File: config.mk
export PLATFORM = sky130hd
export DESIGN_NAME = reg_wb_arbiter
export DESIGN_NICKNAME = d
export VERILOG_FILES = /design/src/rtl/reg_wb_arbiter_pkg.sv /design/src/rtl/wb_hold_buf.sv /design/src/rtl/reg_wb_arbiter.sv
export SDC_FILE = /design/constraint.sdc
export NUM_CORES = 1
export LEC_CHECK = 0
export BUFFER_PORTS_ARGS = -buffer_cell sky130_fd_sc_hd__clkbuf_2
export CAP_MARGIN = 20
export CORE_MARGIN = 2
export CORE_UTILIZATION = 45
export CTS_CLUSTER_DIAMETER = 100
export DETAILED_ROUTE_END_ITERATION = 8
export PLACE_DENSITY = 0.76
export REMOVE_ABC_BUFFERS = 1
export SYNTH_ARGS = -nofsm -noshare
export SYNTH_HDL_FRONTEND = slang
export SYNTH_SLANG_ARGS = --single-unit
File: constraint.sdc
create_clock -name clk -period 2.5 [get_ports clk]
set_clock_uncertainty 0.1 [all_clocks]
set_input_delay 0.375 -clock clk [delete_from_list [all_inputs] [get_ports clk]]
set_output_delay 0.375 -clock clk [all_outputs]
set_load 0.005 [all_outputs]
File: src/rtl/reg_wb_arbiter_pkg.sv
// Shared definitions for the register-file writeback arbiter: default widths,
// the holding-buffer FSM states and the hard-wired zero register.
package reg_wb_arbiter_pkg;

  localparam int DEF_DATA_W = 32;
  localparam int DEF_ADDR_W = 5;
  localparam int REG_ZERO   = 0;
  localparam int CNT_W      = 4;

  typedef enum logic [1:0] {
    EMPTY,
    HELD,
    STARVE
  } arb_state_e;

endpackage

File: src/rtl/wb_hold_buf.sv
// One-entry holding register for an aux result that lost the write port.
// Drain has priority; capture is only ever requested while the entry is empty.
module wb_hold_buf
  import reg_wb_arbiter_pkg::*;
#(
  parameter int ADDR_W = DEF_ADDR_W,
  parameter int DATA_W = DEF_DATA_W
) (
  input  logic              clk,
  input  logic              rst_n,
  input  logic              capture,
  input  logic [ADDR_W-1:0] cap_reg,
  input  logic [DATA_W-1:0] cap_data,
  input  logic              drain,
  output logic              full,
  output logic [ADDR_W-1:0] buf_reg,
  output logic [DATA_W-1:0] buf_data,
  output logic [ADDR_W-1:0] pend_reg
);

  always_ff @(posedge clk or negedge rst_n) begin
    if (!rst_n) begin
      full     <= 1'b0;
      buf_reg  <= '0;
      buf_data <= '0;
    end else if (drain) begin
      full <= 1'b0;
    end else if (capture) begin
      full     <= 1'b1;
      buf_reg  <= cap_reg;
      buf_data <= cap_data;
    end
  end

  // Decode compares against pend_reg, so hide the stale address once drained.
  assign pend_reg = full ? buf_reg : '0;

endmodule

File: src/rtl/reg_wb_arbiter.sv
// Arbitrates the register file's single write port between the fixed-timing
// pipeline writeback (always wins) and the handshaked aux unit.
module reg_wb_arbiter
  import reg_wb_arbiter_pkg::*;
#(
  parameter int DATA_W   = DEF_DATA_W,
  parameter int ADDR_W   = DEF_ADDR_W,
  parameter int MAX_WAIT = 4
) (
  input  logic              clk,
  input  logic              rst_n,
  input  logic              p_valid,
  input  logic [ADDR_W-1:0] p_reg,
  input  logic [DATA_W-1:0] p_data,
  input  logic              a_valid,
  output logic              a_ready,
  input  logic [ADDR_W-1:0] a_reg,
  input  logic [DATA_W-1:0] a_data,
  output logic              regwrite,
  output logic [ADDR_W-1:0] write_reg,
  output logic [DATA_W-1:0] write_data,
  output logic              pend_valid,
  output logic [ADDR_W-1:0] pend_reg,
  output logic              stall_req
);

  logic              pipe_req;
  logic              aux_req;
  logic              buf_full;
  logic              capture;
  logic              drain;
  logic [ADDR_W-1:0] buf_reg;
  logic [DATA_W-1:0] buf_data;
  arb_state_e        state;
  arb_state_e        state_next;
  logic [CNT_W-1:0]  wait_cnt;
  logic [CNT_W-1:0]  wait_next;

  // Writes to r0 are null: they complete their handshake but never use the port.
  assign pipe_req = p_valid & (p_reg != ADDR_W'(REG_ZERO));
  assign aux_req  = a_valid & (a_reg != ADDR_W'(REG_ZERO));
  assign a_ready  = !buf_full;
  assign capture  = aux_req & a_ready & pipe_req;
  assign drain    = !pipe_req & buf_full;

  wb_hold_buf #(
    .ADDR_W(ADDR_W),
    .DATA_W(DATA_W)
  ) u_hold_buf (
    .clk      (clk),
    .rst_n    (rst_n),
    .capture  (capture),
    .cap_reg  (a_reg),
    .cap_data (a_data),
    .drain    (drain),
    .full     (buf_full),
    .buf_reg  (buf_reg),
    .buf_data (buf_data),
    .pend_reg (pend_reg)
  );

  assign pend_valid = buf_full;

  always_ff @(posedge clk or negedge rst_n) begin
    if (!rst_n) begin
      regwrite   <= 1'b0;
      write_reg  <= '0;
      write_data <= '0;
    end else if (pipe_req) begin
      regwrite   <= 1'b1;
      write_reg  <= p_reg;
      write_data <= p_data;
    end else if (buf_full) begin
      regwrite   <= 1'b1;
      write_reg  <= buf_reg;
      write_data <= buf_data;
    end else if (aux_req) begin
      regwrite   <= 1'b1;
      write_reg  <= a_reg;
      write_data <= a_data;
    end else begin
      regwrite <= 1'b0;
    end
  end

  always_ff @(posedge clk or negedge rst_n) begin
    if (!rst_n) begin
      state    <= EMPTY;
      wait_cnt <= '0;
    end else begin
      state    <= state_next;
      wait_cnt <= wait_next;
    end
  end

  // STARVE is entered on the same edge the counter reaches MAX_WAIT.
  always_comb begin
    state_next = state;
    wait_next  = wait_cnt;
    case (state)
      EMPTY: begin
        wait_next = '0;
        if (capture) state_next = HELD;
      end
      HELD, STARVE: begin
        if (drain) begin
          state_next = EMPTY;
          wait_next  = '0;
        end else begin
          if (wait_cnt != CNT_W'(MAX_WAIT)) wait_next = wait_cnt + CNT_W'(1);
          if (wait_next == CNT_W'(MAX_WAIT)) state_next = STARVE;
        end
      end
      default: begin
        state_next = EMPTY;
        wait_next  = '0;
      end
    endcase
  end

  assign stall_req = (state == STARVE);

endmodule

# Word level (Yosys, flattened, before mapping)
# Index checks and enable logic that the tools add are counted.
# totals
out_inout_bits,46
regBits,82
input_bits,78
# op_classes
bitwise_logic,6
n_reduce_logical,10
n_eq_ne,6
add_sub_neg,1
mux,21
# ops
operator,count
32-bit two-way mux,3
4-bit two-way mux,5
5-bit two-way mux,4
5-bit nonzero test,2
2-bit two-way mux,3
1-bit AND,5
1-bit two-way mux,5
4-bit by 1-bit adder with 4-bit output (second input constant),1
4-bit by 3-bit == test with 1-bit output (second input constant),1
4-bit by 3-bit inequality test with 1-bit output (second input constant),1
2-bit one-hot mux with 2 select lines,1
2-bit AND reduction,2
3-bit inequality test (second input constant),1
3-bit nonzero test,1
2-bit by 1-bit == test with 1-bit output (second input constant),1
2-bit == test (second input constant),1
1-bit zero test,2
2-bit zero test,1
2-bit inequality test (second input constant),1
2-bit nonzero test,1
2-bit OR reduction,1
1-bit inverter,1

# Depth between registers and ports, before layout
# Gate-level depths: netlist of run 1.
# logic_depth
depth_word,10
depth_mapped,7

# Cells and area by module
# A second synthesis of run 1 with hierarchy kept.
# unflattened
cells_unflattened,307
area_unflattened_um2,4409.2
# by_module_without_submodules
module,instances,area_per_inst_um2,cells_per_inst,seq_area_each_um2
reg_wb_arbiter,1,2796.4,220,1101.1
wb_hold_buf,1,1612.8,87,950.9

# Worst setup path after synthesis of run 1
# No wires, ideal clock.
# synth_path
path_kind,input to register
startpoint,in p_reg[4]
endpoint,reg write_data[10]
required_ns,2.275
stages,6
slack_ns,0.336
arrival_time_ns,1.940
path_cell_list,or4_4 -> o21ai_2 -> buf_6 -> buf_4 -> mux2_2 -> mux2_2
# synth_between
elab_chain_cells,3
word_cells_on_any_way,4
# synth_rtl
element,line,source
start: declaration,reg_wb_arbiter.sv:13,"input logic [ADDR_W-1:0] p_reg,"
5-bit nonzero test *,reg_wb_arbiter.sv:40,assign pipe_req = p_valid & (p_reg != ADDR_W'(REG_ZERO));
1-bit AND *,reg_wb_arbiter.sv:40,
3-bit nonzero test (no line) or 32-bit two-way mux (tied branches),n/a,
end signal: assignment,reg_wb_arbiter.sv:72,write_data <= p_data;
end signal: assignment,reg_wb_arbiter.sv:76,write_data <= buf_data;
end signal: assignment,reg_wb_arbiter.sv:80,write_data <= a_data;
end: declaration,reg_wb_arbiter.sv:21,"output logic [DATA_W-1:0] write_data,"
# Every way passes the cells marked *; elsewhere a longest branch is shown, timed or not.
# A chain may end at the register's enable or synchronous reset.

# Worst setup path in the final report of run 1
# layout_path
startpoint,reg wait_cnt[0]
endpoint,reg state[0]
# layout_between
elab_chain_cells,7
word_cells_on_any_way,8
# layout_rtl
element,line,source
start: declaration,reg_wb_arbiter.sv:36,logic [CNT_W-1:0] wait_cnt;
start signal: assignment,reg_wb_arbiter.sv:92,wait_cnt <= wait_next;
4-bit by 1-bit adder with 4-bit output or 4-bit by 3-bit inequality test with 1-bit output (tied branches),reg_wb_arbiter.sv:110,if (wait_cnt != CNT_W'(MAX_WAIT)) wait_next = wait_cnt + CNT_W'(1);
4-bit two-way mux *,reg_wb_arbiter.sv:110,
4-bit two-way mux *,reg_wb_arbiter.sv:106,if (drain) begin
4-bit two-way mux *,reg_wb_arbiter.sv:100,case (state)
4-bit by 3-bit == test with 1-bit output *,reg_wb_arbiter.sv:111,if (wait_next == CNT_W'(MAX_WAIT)) state_next = STARVE;
3-bit inequality test (no line) *,n/a,
2-bit AND reduction (no line) *,n/a,
end signal: assignment,reg_wb_arbiter.sv:91,state <= state_next;
end: declaration,reg_wb_arbiter.sv:34,arb_state_e state;
# Every way passes the cells marked *; elsewhere a longest branch is shown, timed or not. The select of a mux whose other input is x is not followed.

==> results of run 1 <==
-- how the worst min path moves through the flow --
stage	cells after the start	endpoint	from	slack, ns
2_1_floorplan	0	regwrite	rst_n	-0.02
3_3_place_gp	1	write_data[16]	rst_n	0.25
3_5_place_dp	1	regwrite	rst_n	0.25
4_1_cts	2	u_hold_buf.buf_data[19]	a_data[19]	0.15
5_1_grt	2	u_hold_buf.buf_data[0]	a_data[0]	0.15
6_report	2	u_hold_buf.buf_data[19]	a_data[19]	0.16
-- per-stage QoR --
step | power, mW | TNS (ns) | hold WS, ns | instance area [um2] | setup slack, ns
after floorplan | 2.25 | -66.07 | -0.0206 | 4100 | -0.987
final | 3.65 | 0 | 0.162 | 5250 | 0.317
after CTS | 3.71 | 0 | 0.147 | 5250 | 0.302
after global routing | 3.87 | 0 | 0.146 | 5250 | 0.188
after global placement | 2.56 | 0 | 0.250 | 5010 | 0.214
after detailed placement | 2.61 | 0 | 0.254 | 5010 | 0.194
-- worst max-delay path, delay by kind of cell (launching register included) --
kind                       cells  cell delay (ns)
AOI/OAI and AO/OA              4             1.21
buffers and inverters          1             0.08
adders and majority gates      1             0.24
DFF                            1             0.43
-- power by group through the flow --
stage | registers (mW) | logic, mW | clock network [mW]
after floorplan | 1.70 | 0.543 | 0
after global placement | 1.70 | 0.857 | 0
after detailed placement | 1.71 | 0.891 | 0
after CTS | 1.69 | 0.896 | 1.12
after global routing | 1.72 | 0.972 | 1.18
final | 1.69 | 0.880 | 1.08
-- layout by cell type (no fill, tap or decap), drive strengths merged, types with 2 or more instances in the layout --
master  synthesis  routed
mux2          138     138
clkbuf          6     131
dfrtp          82      82
buf            12      11
o21ai          10      10
a21oi           8       8
inv             7       8
nand2           6       6
and2            5       5
nor2            4       4
ha              4       4
clkinv          1       4
nand3           3       3
o21a            2       2
nor3            2       2
a221oi          2       2
bufinv          0       2
or4             2       2
-- layer usage --
metal  GRT usage  wire (um)  up-vias
met5           0          0        -
li1            -          -     1363
met1       0.213       3690     1418
met2       0.295       4250       77
met4      0.0437         71        0
met3      0.0437        424        8
-- kinds of logic (layout without fill, tap and decap cells) --
family / count (synthesis) / count (layout)
simple gates: 27 / 27
mux: 138 / 138
buf+inv: 26 / 158
compound gates: 28 / 28
flops: 82 / 82
fa+ha+maj: 4 / 4
-- cell type report --
type	instances	area (um2)	share of cell area
Multi-Input combinational cell	197	2020	0.386
Sequential cell	82	2050	0.391
Clock buffer	9	124	0.0236
Tap cell	111	139	0.0264
Clock inverter	7	103	0.0195
Timing Repair Buffer	134	778	0.148
Inverter	8	30.0	0.00572
-- repair_timing --
| item | in CTS | in global routing |
|---|---|---|
| hold buffers | 1 | 0 |
| hold endpoints to repair | 33 | 0 |
| setup buffers | 0 | 0 |
==> results.sh, run 1 <==
export IMPL_status="completed"
export IMPL_dp_cells=531
export IMPL_firstDrtPassIters=4
export IMPL_synth_mux_area_frac=0.384
export IMPL_synth_area_leaders="dfrtp_1 48%, mux2_2 32%, mux2_4 6.7%"
export IMPL_critPathMaxFanout=6
export IMPL_r2r_end="state[0]"
export IMPL_rsz0062_at_grt="no"
export IMPL_p_int_mw=2.67
export IMPL_clk_latency_ns=0.35
export IMPL_synth_most_common_cell="mux2_2"
export IMPL_netlist_top_cells_count="119 x mux2_2, 82 x dfrtp_1, 19 x mux2_4"
export IMPL_clk_pin_slew_ns=0.10
export IMPL_synth_compound_area_frac=0.0425
export IMPL_slew_violations=0
export IMPL_worst_ep_arrival_time_ns=2.31
export IMPL_period_share=0.873
export IMPL_numPortBuffers=123
export IMPL_drc_errors=0
export IMPL_critPathSlowestCell="o311ai_0"
export IMPL_die_y_um=101
export IMPL_num_vias=2866
export IMPL_ys_flop_type="dfrtp_1"
export IMPL_postLayoutCoreUtil=0.571
export IMPL_crit_end="state[0]"
export IMPL_criticalPathCategory="reg2reg"
export IMPL_final_cell_count_no_fill=548
export IMPL_p_per_area_mw_per_mm2=695
export IMPL_crit_start="wait_cnt[0]"
export IMPL_p_leak_nw=2.48
export IMPL_drt_iter0_markers=40
export IMPL_die_x_um=101
export IMPL_synth_edf_count=0
export IMPL_dp_hpwl_um=6190
export IMPL_synth_xor_area_frac=0
export IMPL_cpPeakStageDelay_ns=0.58
export IMPL_ant_nets=0
export IMPL_critical_path_required_ns=2.63
export IMPL_fin_crit_ns=2.18
export IMPL_tightest_slew_ns=0.785
export IMPL_gp_congestion=0.828
export IMPL_cts_tree="built"
export IMPL_synth_top_area_share=0.484
export IMPL_r2r_slack_ns=0.32
export IMPL_fmax_mhz=458
export IMPL_boundaryPins=124
export IMPL_ys_warn_count=0
export IMPL_yosysUniqueCellTypes=34
export IMPL_synth_simple_area_share=0.0381
export IMPL_yosysSeqAreaShare=0.484
export IMPL_seqPwrFrac=0.463
export IMPL_r2r_start="wait_cnt[0]"
export IMPL_grt_pass1_vias=3004
export IMPL_fin_nets=514
export IMPL_path_cells="inv_1, ha_1, o21a_1, o311ai_0, a221oi_1, o221a_2"
export IMPL_htree_levels=3
export IMPL_netlist_instances=305
export IMPL_wire_per_inst_um=15.4
export IMPL_netlist_area_mm2=0.00424
export IMPL_synth_top_family_by_area="multiplexers"
export IMPL_grt_max_degree=50
export IMPL_cp_start_kind="register"
export IMPL_clkPwrFrac=0.296
export IMPL_numClockSinks=82
export IMPL_grt_antenna_before_repair=0
export IMPL_grt_pass1_wl_um=13900
export IMPL_power_switching_share=0.269
export IMPL_top_regs="u_hold_buf.buf_data: 32 flops, write_data: 32 flops"
export IMPL_cap_violations=0
export IMPL_clockBufferDepth=2
export IMPL_power_switching_mw=0.983
export IMPL_crit_path_end_kind="register"
export IMPL_relSlewSlack=0.473
export IMPL_initial_utilization=0.461
export IMPL_comb_power_share=0.241
export IMPL_area_growth_pct=24.0
export IMPL_synthAdderAreaFrac=0.0118
export IMPL_core_area_mm2=0.00920
export IMPL_clockRootBuffer="clkbuf_8"
export IMPL_syn_avg_cell_area_um2=13.9
export IMPL_vias_per_cell=5.23
export IMPL_ir_worst_vdd_v=0.000416
export IMPL_hold_viol_final=0
export IMPL_gr_usage_all_layers=0.170
export IMPL_antennaDiodeCount=0
export IMPL_cts_buffers=9
export IMPL_ys_ff_latch=82
export IMPL_finalSetupViolCount=0
export IMPL_r2r_cells=6
export IMPL_drive_gt1_frac=0.670
export IMPL_drt_total_wl_um=8440
export IMPL_worstHoldPathType="in2reg"
export IMPL_yosysTopAreaCell="dfrtp_1"
export IMPL_rows=35
export IMPL_synthArstFlopShare=1.00
export IMPL_fillers=813
export IMPL_ctsResizeCount=0
export IMPL_grt_overflow=0
export IMPL_dieArea_mm2=0.0102
No activity file was read; power rests on OpenSTA's default activity.
==> inputs of run 2 (changes only) <==
--- a/config.mk
+++ b/config.mk
@@ -11,8 +11,9 @@
 export CORE_UTILIZATION = 45
 export CTS_CLUSTER_DIAMETER = 100
 export DETAILED_ROUTE_END_ITERATION = 8
-export PLACE_DENSITY = 0.76
+export PLACE_DENSITY = 0.75
 export REMOVE_ABC_BUFFERS = 1
 export SYNTH_ARGS = -nofsm -noshare
 export SYNTH_HDL_FRONTEND = slang
+export SYNTH_HIERARCHICAL = 1
 export SYNTH_SLANG_ARGS = --single-unit
==> run 2 against run 1 <==
First-iteration DRC count rose by 48%. Maximum frequency is 0.80% lower. Wire length grew 4.2%. Sequential share of layout area fell by 1.0 points. Design area increased by 2.7%. Non-clock buffer count decreased by 1. Setup slack lost 0.018 ns. Clock power down 8%. Sequential cell count stayed put. Largest power group unchanged. Area after synthesis rose by 4.1%.
==> results.sh, run 2 <==
export IMPL_status="completed"
export IMPL_cp_start_kind="register"
export IMPL_numClockSinks=82
export IMPL_r2r_cells=6
export IMPL_ant_nets=0
export IMPL_cts_tree="built"
export IMPL_yosysUniqueCellTypes=37
export IMPL_fmax_mhz=454
export IMPL_ctsResizeCount=0
export IMPL_yosysTopAreaCell="dfrtp_1"
export IMPL_hold_viol_final=0
export IMPL_clk_pin_slew_ns=0.09
export IMPL_dieArea_mm2=0.0106
export IMPL_min_from="a_data[0]"
export IMPL_grt_pass1_vias=2872
export IMPL_rsz0062_at_grt="no"
export IMPL_core_area_mm2=0.00964
export IMPL_worstHoldPathType="in2reg"
export IMPL_relSlewSlack=0.556
export IMPL_drc_errors=0
export IMPL_layout_common_cells="122 x clkbuf_2, 89 x mux2_2, 81 x dfrtp_1"
export IMPL_whs_path_depth=2
export IMPL_drive_gt1_frac=0.664
export IMPL_p_leak_nw=2.57
export IMPL_synth_most_common_cell="mux2_2"
export IMPL_period_share=0.880
export IMPL_ys_ff_latch=82
export IMPL_postCtsSetupRepairBufs=0
export IMPL_finalPower_mw=5.45
export IMPL_r2r_end="state[0]"
export IMPL_htree_levels=3
export IMPL_final_common_cell="clkbuf_2"
export IMPL_ys_warn_count=6
export IMPL_fillers=843
export IMPL_finalSetupViolCount=0
export IMPL_grt_antenna_before_repair=0
export IMPL_crit_path_end_kind="register"
export IMPL_die_y_um=103
export IMPL_num_vias=2846
export IMPL_critical_path_required_ns=2.64
export IMPL_boundaryPins=124
export IMPL_firstDrtPassIters=4
export IMPL_gr_usage_all_layers=0.174
export IMPL_clockRootBuffer="clkbuf_8"
export IMPL_cap_violations=0
export IMPL_cts_buffers=9
export IMPL_fin_crit_ns=2.20
export IMPL_worst_ep_arrival_time_ns=2.34
export IMPL_slew_violations=0
export IMPL_drt_total_wl_um=8790
export IMPL_dp_hpwl_um=6360
export IMPL_initial_utilization=0.457
export IMPL_clockBufferDepth=2
export IMPL_synth_area_leaders="dfrtp_1 47%, mux2_2 23%, mux2_4 17%"
export IMPL_synth_edf_count=0
export IMPL_p_per_area_mw_per_mm2=1010
export IMPL_netlist_instances=307
export IMPL_syn_avg_cell_area_um2=14.4
export IMPL_whs_endpoint="u_hold_buf/buf_data[0]"
export IMPL_synthArstFlopShare=1.00
export IMPL_area_growth_pct=22.3
export IMPL_drt_iter0_markers=59
export IMPL_tightest_slew_ns=0.658
export IMPL_gp_congestion=0.763
export IMPL_ff_latch_area_mm2=0.00205
export IMPL_grt_overflow=0
export IMPL_grt_max_degree=43
export IMPL_r2r_slack_ns=0.30
export IMPL_multi_input_area_mm2=0.00217
export IMPL_ys_flop_type="dfrtp_1"
export IMPL_synth_top_area_share=0.465
export IMPL_r2r_start="wait_cnt[0]"
export IMPL_ir_worst_vdd_v=0.000388
export IMPL_wire_per_inst_um=15.4
export IMPL_numPortBuffers=123
export IMPL_cp_top_family="compound AO/OA/AOI/OAI gates"
export IMPL_clk_latency_ns=0.35
export IMPL_critPathSlowestCell="o311ai_0"
export IMPL_path_buf_inv=1
export IMPL_antennaDiodeCount=0
export IMPL_critPathMaxFanout=6
export IMPL_netlist_top_cells_count="89 x mux2_2, 82 x dfrtp_1, 49 x mux2_4"
export IMPL_criticalPathCategory="reg2reg"
export IMPL_fin_nets=515
export IMPL_yosysSeqAreaShare=0.465
export IMPL_netlist_area_mm2=0.00441
export IMPL_rows=36
export IMPL_grt_pass1_wl_um=14100
export IMPL_die_x_um=103
export IMPL_setup_tns_ns=0
export IMPL_cpPeakStageDelay_ns=0.56
export IMPL_path_cells="inv_1, ha_1, o21a_1, o311ai_0, a221oi_1, o221a_2"
export IMPL_top_regs="u_hold_buf/buf_data: 32 flops, write_data: 32 flops"
export IMPL_vias_per_cell=4.98
[run 2: cell types whose count changed in the layout (fill, tap and decap cells not counted), moves of 2 or more]
| cell | change |
|---|---|
| clkbuf_8 | +2 |
| a21oi_1 | -6 |
| mux2_4 | +30 |
| clkinv_4 | -3 |
| nor2_1 | +3 |
| mux2i_1 | +5 |
| mux2_2 | -30 |
[run 2: worst max path at each step]
| stage | start | endpoint | slack [ns] | cells after the start |
|---|---|---|---|---|
| after global routing | wait_cnt[0] | state[0] | 0.20 | 6 |
| after floorplan | p_reg[3] | write_data[16] | -0.75 | 4 |
| final | wait_cnt[0] | state[0] | 0.30 | 6 |
| after global placement | p_reg[3] | write_data[11] | 0.18 | 6 |
| after detailed placement | p_reg[3] | write_data[10] | 0.16 | 6 |
| after CTS | wait_cnt[0] | state[0] | 0.31 | 6 |
[run 2: layout make-up]
cell class	instances	share of cell area
flip-flops and latches	82	0.381
clock buffers	12	0.0288
repair buffers	133	0.143
well taps	133	0.0309
clock inverters	4	0.00928
inverters	8	0.00557
multi-input cells	199	0.402
[run 2: power breakdown]
part	internal [mW]	switching (mW)
clock	0.515	0.481
sequential	1.89	0.360
combinational	1.44	0.772
[run 2: cells by family after synthesis]
logic type               synth area share
multiplexers                        0.406
buffers and inverters              0.0431
adder cells (fa/ha/maj)            0.0114
AO/OA/AOI/OAI                      0.0369
AND/OR/NAND/NOR                    0.0377
flip-flops                          0.465
[run 2: metal layers]
metal | share of wire | track usage
met5 | 0 | 0
met4 | 0.011 | 0.0597
met3 | 0.060 | 0.0549
met2 | 0.48 | 0.270
met1 | 0.45 | 0.231
[run 2: timing repair]
action / in CTS / in global routing
setup endpoints to repair: 0 / 0
hold buffers: 1 / 0
endpoints found under the hold margin: 41 / 0
[run 2: worst register-to-register path, stage by stage (launching register included)]
cell,delay (ns)
dfrtp_1,0.43
inv_1,0.09
ha_1,0.25
o21a_1,0.20
o311ai_0,0.56
a221oi_1,0.18
o221a_2,0.29
[run 2: metrics by stage]
stage	util	instance area (um2)	worst slack [ns]	hold WS (ns)	std cells
final	0.559	5390	0.299	0.163	571
after global routing	0.559	5390	0.202	0.142	571
after global placement	0.537	5180	0.181	0.298	554
after detailed placement	0.537	5180	0.161	0.302	554
after CTS	0.559	5390	0.309	0.140	571
after floorplan	-	4250	-0.748	-0.0206	289
==> inputs of run 3 (changes only) <==
--- a/config.mk
+++ b/config.mk
@@ -11,6 +11,7 @@
 export CORE_UTILIZATION = 45
 export CTS_CLUSTER_DIAMETER = 100
 export DETAILED_ROUTE_END_ITERATION = 8
+export MAX_ROUTING_LAYER = met4
 export PLACE_DENSITY = 0.75
 export REMOVE_ABC_BUFFERS = 1
 export SYNTH_ARGS = -nofsm -noshare
==> run 3 against run 2 <==
First-iteration DRC count is 10% higher. Clock-buffer cell count unchanged. Sequential share of layout area did not move. Register-to-register slack barely moved. Critical path depth is the same. Maximum frequency is 0.12% higher. Largest cell class unchanged. Largest power group unchanged. Highest routed layer unchanged.
==> results.sh, run 3 (synthesized netlist as in run 2, its figures left out) <==
export IMPL_clk_pin_slew_ns=0.09
export IMPL_r2r_cells=6
export IMPL_hold_viol_final=0
export IMPL_dp_cells=554
export IMPL_power_switching_share=0.296
export IMPL_worst_ep_arrival_time_ns=2.34
export IMPL_dieArea_mm2=0.0106
export IMPL_whs_endpoint="u_hold_buf/buf_data[0]"
export IMPL_criticalPathCategory="reg2reg"
export IMPL_r2r_end="state[0]"
export IMPL_critical_path_required_ns=2.64
export IMPL_cp_start_kind="register"
export IMPL_die_y_um=103
export IMPL_critPathMaxFanout=6
export IMPL_whs_path_depth=2
export IMPL_path_cells="inv_1, ha_1, o21a_1, o311ai_0, a221oi_1, o221a_2"
export IMPL_die_x_um=103
export IMPL_clockBufferDepth=2
export IMPL_grt_overflow=0
export IMPL_numClockSinks=82
export IMPL_cap_violations=0
export IMPL_cts_buffers=9
export IMPL_p_per_area_mw_per_mm2=1010
export IMPL_setup_tns_ns=0
export IMPL_finalPower_mw=5.45
export IMPL_ant_nets=0
export IMPL_firstDrtPassIters=4
export IMPL_drc_errors=0
export IMPL_top_regs="u_hold_buf/buf_data: 32 flops, write_data: 32 flops"
export IMPL_boundaryPins=124
export IMPL_rows=36
export IMPL_rsz0062_at_grt="no"
export IMPL_min_from="a_data[0]"
export IMPL_finalSetupViolCount=0
export IMPL_drive_gt1_frac=0.664
export IMPL_wire_per_inst_um=15.4
export IMPL_final_cell_count_no_fill=571
export IMPL_numPortBuffers=123
export IMPL_crit_path_end_kind="register"
export IMPL_final_common_cell="clkbuf_2"
export IMPL_cpPeakStageDelay_ns=0.56
export IMPL_r2r_slack_ns=0.30
export IMPL_dp_hpwl_um=6360
export IMPL_p_int_mw=3.84
export IMPL_p_leak_nw=2.57
export IMPL_period_share=0.879
export IMPL_fin_nets=515
export IMPL_cts_tree="built"
export IMPL_seqPwrFrac=0.412
export IMPL_postCtsSetupRepairBufs=0
export IMPL_area_growth_pct=22.3
export IMPL_relSlewSlack=0.556
export IMPL_crit_start="wait_cnt[0]"
export IMPL_comb_power_share=0.405
export IMPL_clockRootBuffer="clkbuf_8"
export IMPL_critPathSlowestCell="o311ai_0"
export IMPL_gp_congestion=0.773
export IMPL_core_area_mm2=0.00964
export IMPL_tightest_slew_ns=0.657
export IMPL_status="completed"
export IMPL_gr_usage_all_layers=0.179
export IMPL_initial_utilization=0.457
export IMPL_fmax_mhz=455
export IMPL_antennaDiodeCount=0
export IMPL_worstHoldPathType="in2reg"
export IMPL_layout_common_cells="122 x clkbuf_2, 89 x mux2_2, 81 x dfrtp_1"
export IMPL_ir_worst_vdd_v=0.000388
export IMPL_clkPwrFrac=0.183
export IMPL_vias_per_cell=4.98
export IMPL_r2r_start="wait_cnt[0]"
export IMPL_grt_max_degree=43
export IMPL_ctsResizeCount=0
export IMPL_htree_levels=3
export IMPL_drt_total_wl_um=8810
export IMPL_clk_latency_ns=0.35
export IMPL_fin_crit_ns=2.20
export IMPL_grt_pass1_vias=2873
export IMPL_grt_antenna_before_repair=0
export IMPL_grt_pass1_wl_um=14100
export IMPL_slew_violations=0
export IMPL_num_vias=2841
export IMPL_power_switching_mw=1.61
export IMPL_drt_iter0_markers=65
[run 3: layout make-up]
class	count	area, um2
flip-flops and latches	82	2050
well taps	133	166
fillers	843	4250
multi-input cells	199	2170
inverters	8	30.0
clock inverters	4	50.0
repair buffers	133	771
clock buffers	12	155
[run 3: power by group through the flow]
| stage | Clock, mW | Combinational, mW | Sequential (mW) |
|---|---|---|---|
| after global placement | 0 | 2.15 | 2.24 |
| after global routing | 1.10 | 2.41 | 2.33 |
| after floorplan | 0 | 1.49 | 2.26 |
| after detailed placement | 0 | 2.23 | 2.26 |
| after CTS | 1.04 | 2.24 | 2.25 |
| final | 0.996 | 2.21 | 2.25 |
[run 3: metrics by stage]
stage	hold WS, ns	util	area, um2	worst slack, ns
finish	0.163	0.559	5390	0.302
global route	0.142	0.559	5390	0.202
CTS	0.140	0.559	5390	0.309
detailed placement	0.302	0.537	5180	0.161
global placement	0.298	0.537	5180	0.181
floorplan	-0.0206	-	4250	-0.748
[run 3: how the worst max path moves through the flow]
| stage | end | slack, ns | depth (start not counted) |
|---|---|---|---|
| 2_1_floorplan | write_data[16] | -0.75 | 4 |
| 3_3_place_gp | write_data[11] | 0.18 | 6 |
| 3_5_place_dp | write_data[10] | 0.16 | 6 |
| 4_1_cts | state[0] | 0.31 | 6 |
| 5_1_grt | state[0] | 0.20 | 6 |
| 6_report | state[0] | 0.30 | 6 |
[run 3: timing repair]
item	in CTS	in global routing
hold endpoints to repair	41	0
hold buffers	1	0
endpoints found under the setup margin	0	0
[run 3: critical path: cells and delay by family, from the launching register on]
| kind | cells | cell delay, ns |
|---|---|---|
| buffers and inverters | 1 | 0.09 |
| AOI/OAI and AO/OA | 4 | 1.23 |
| DFF | 1 | 0.43 |
| adders and majority gates | 1 | 0.25 |
[run 3: per-layer routing]
metal / track usage / part of all wire
met2: 0.272 / 0.47
met3: 0.0495 / 0.059
met1: 0.234 / 0.46
met5: - / 0
met4: 0.0597 / 0.0082
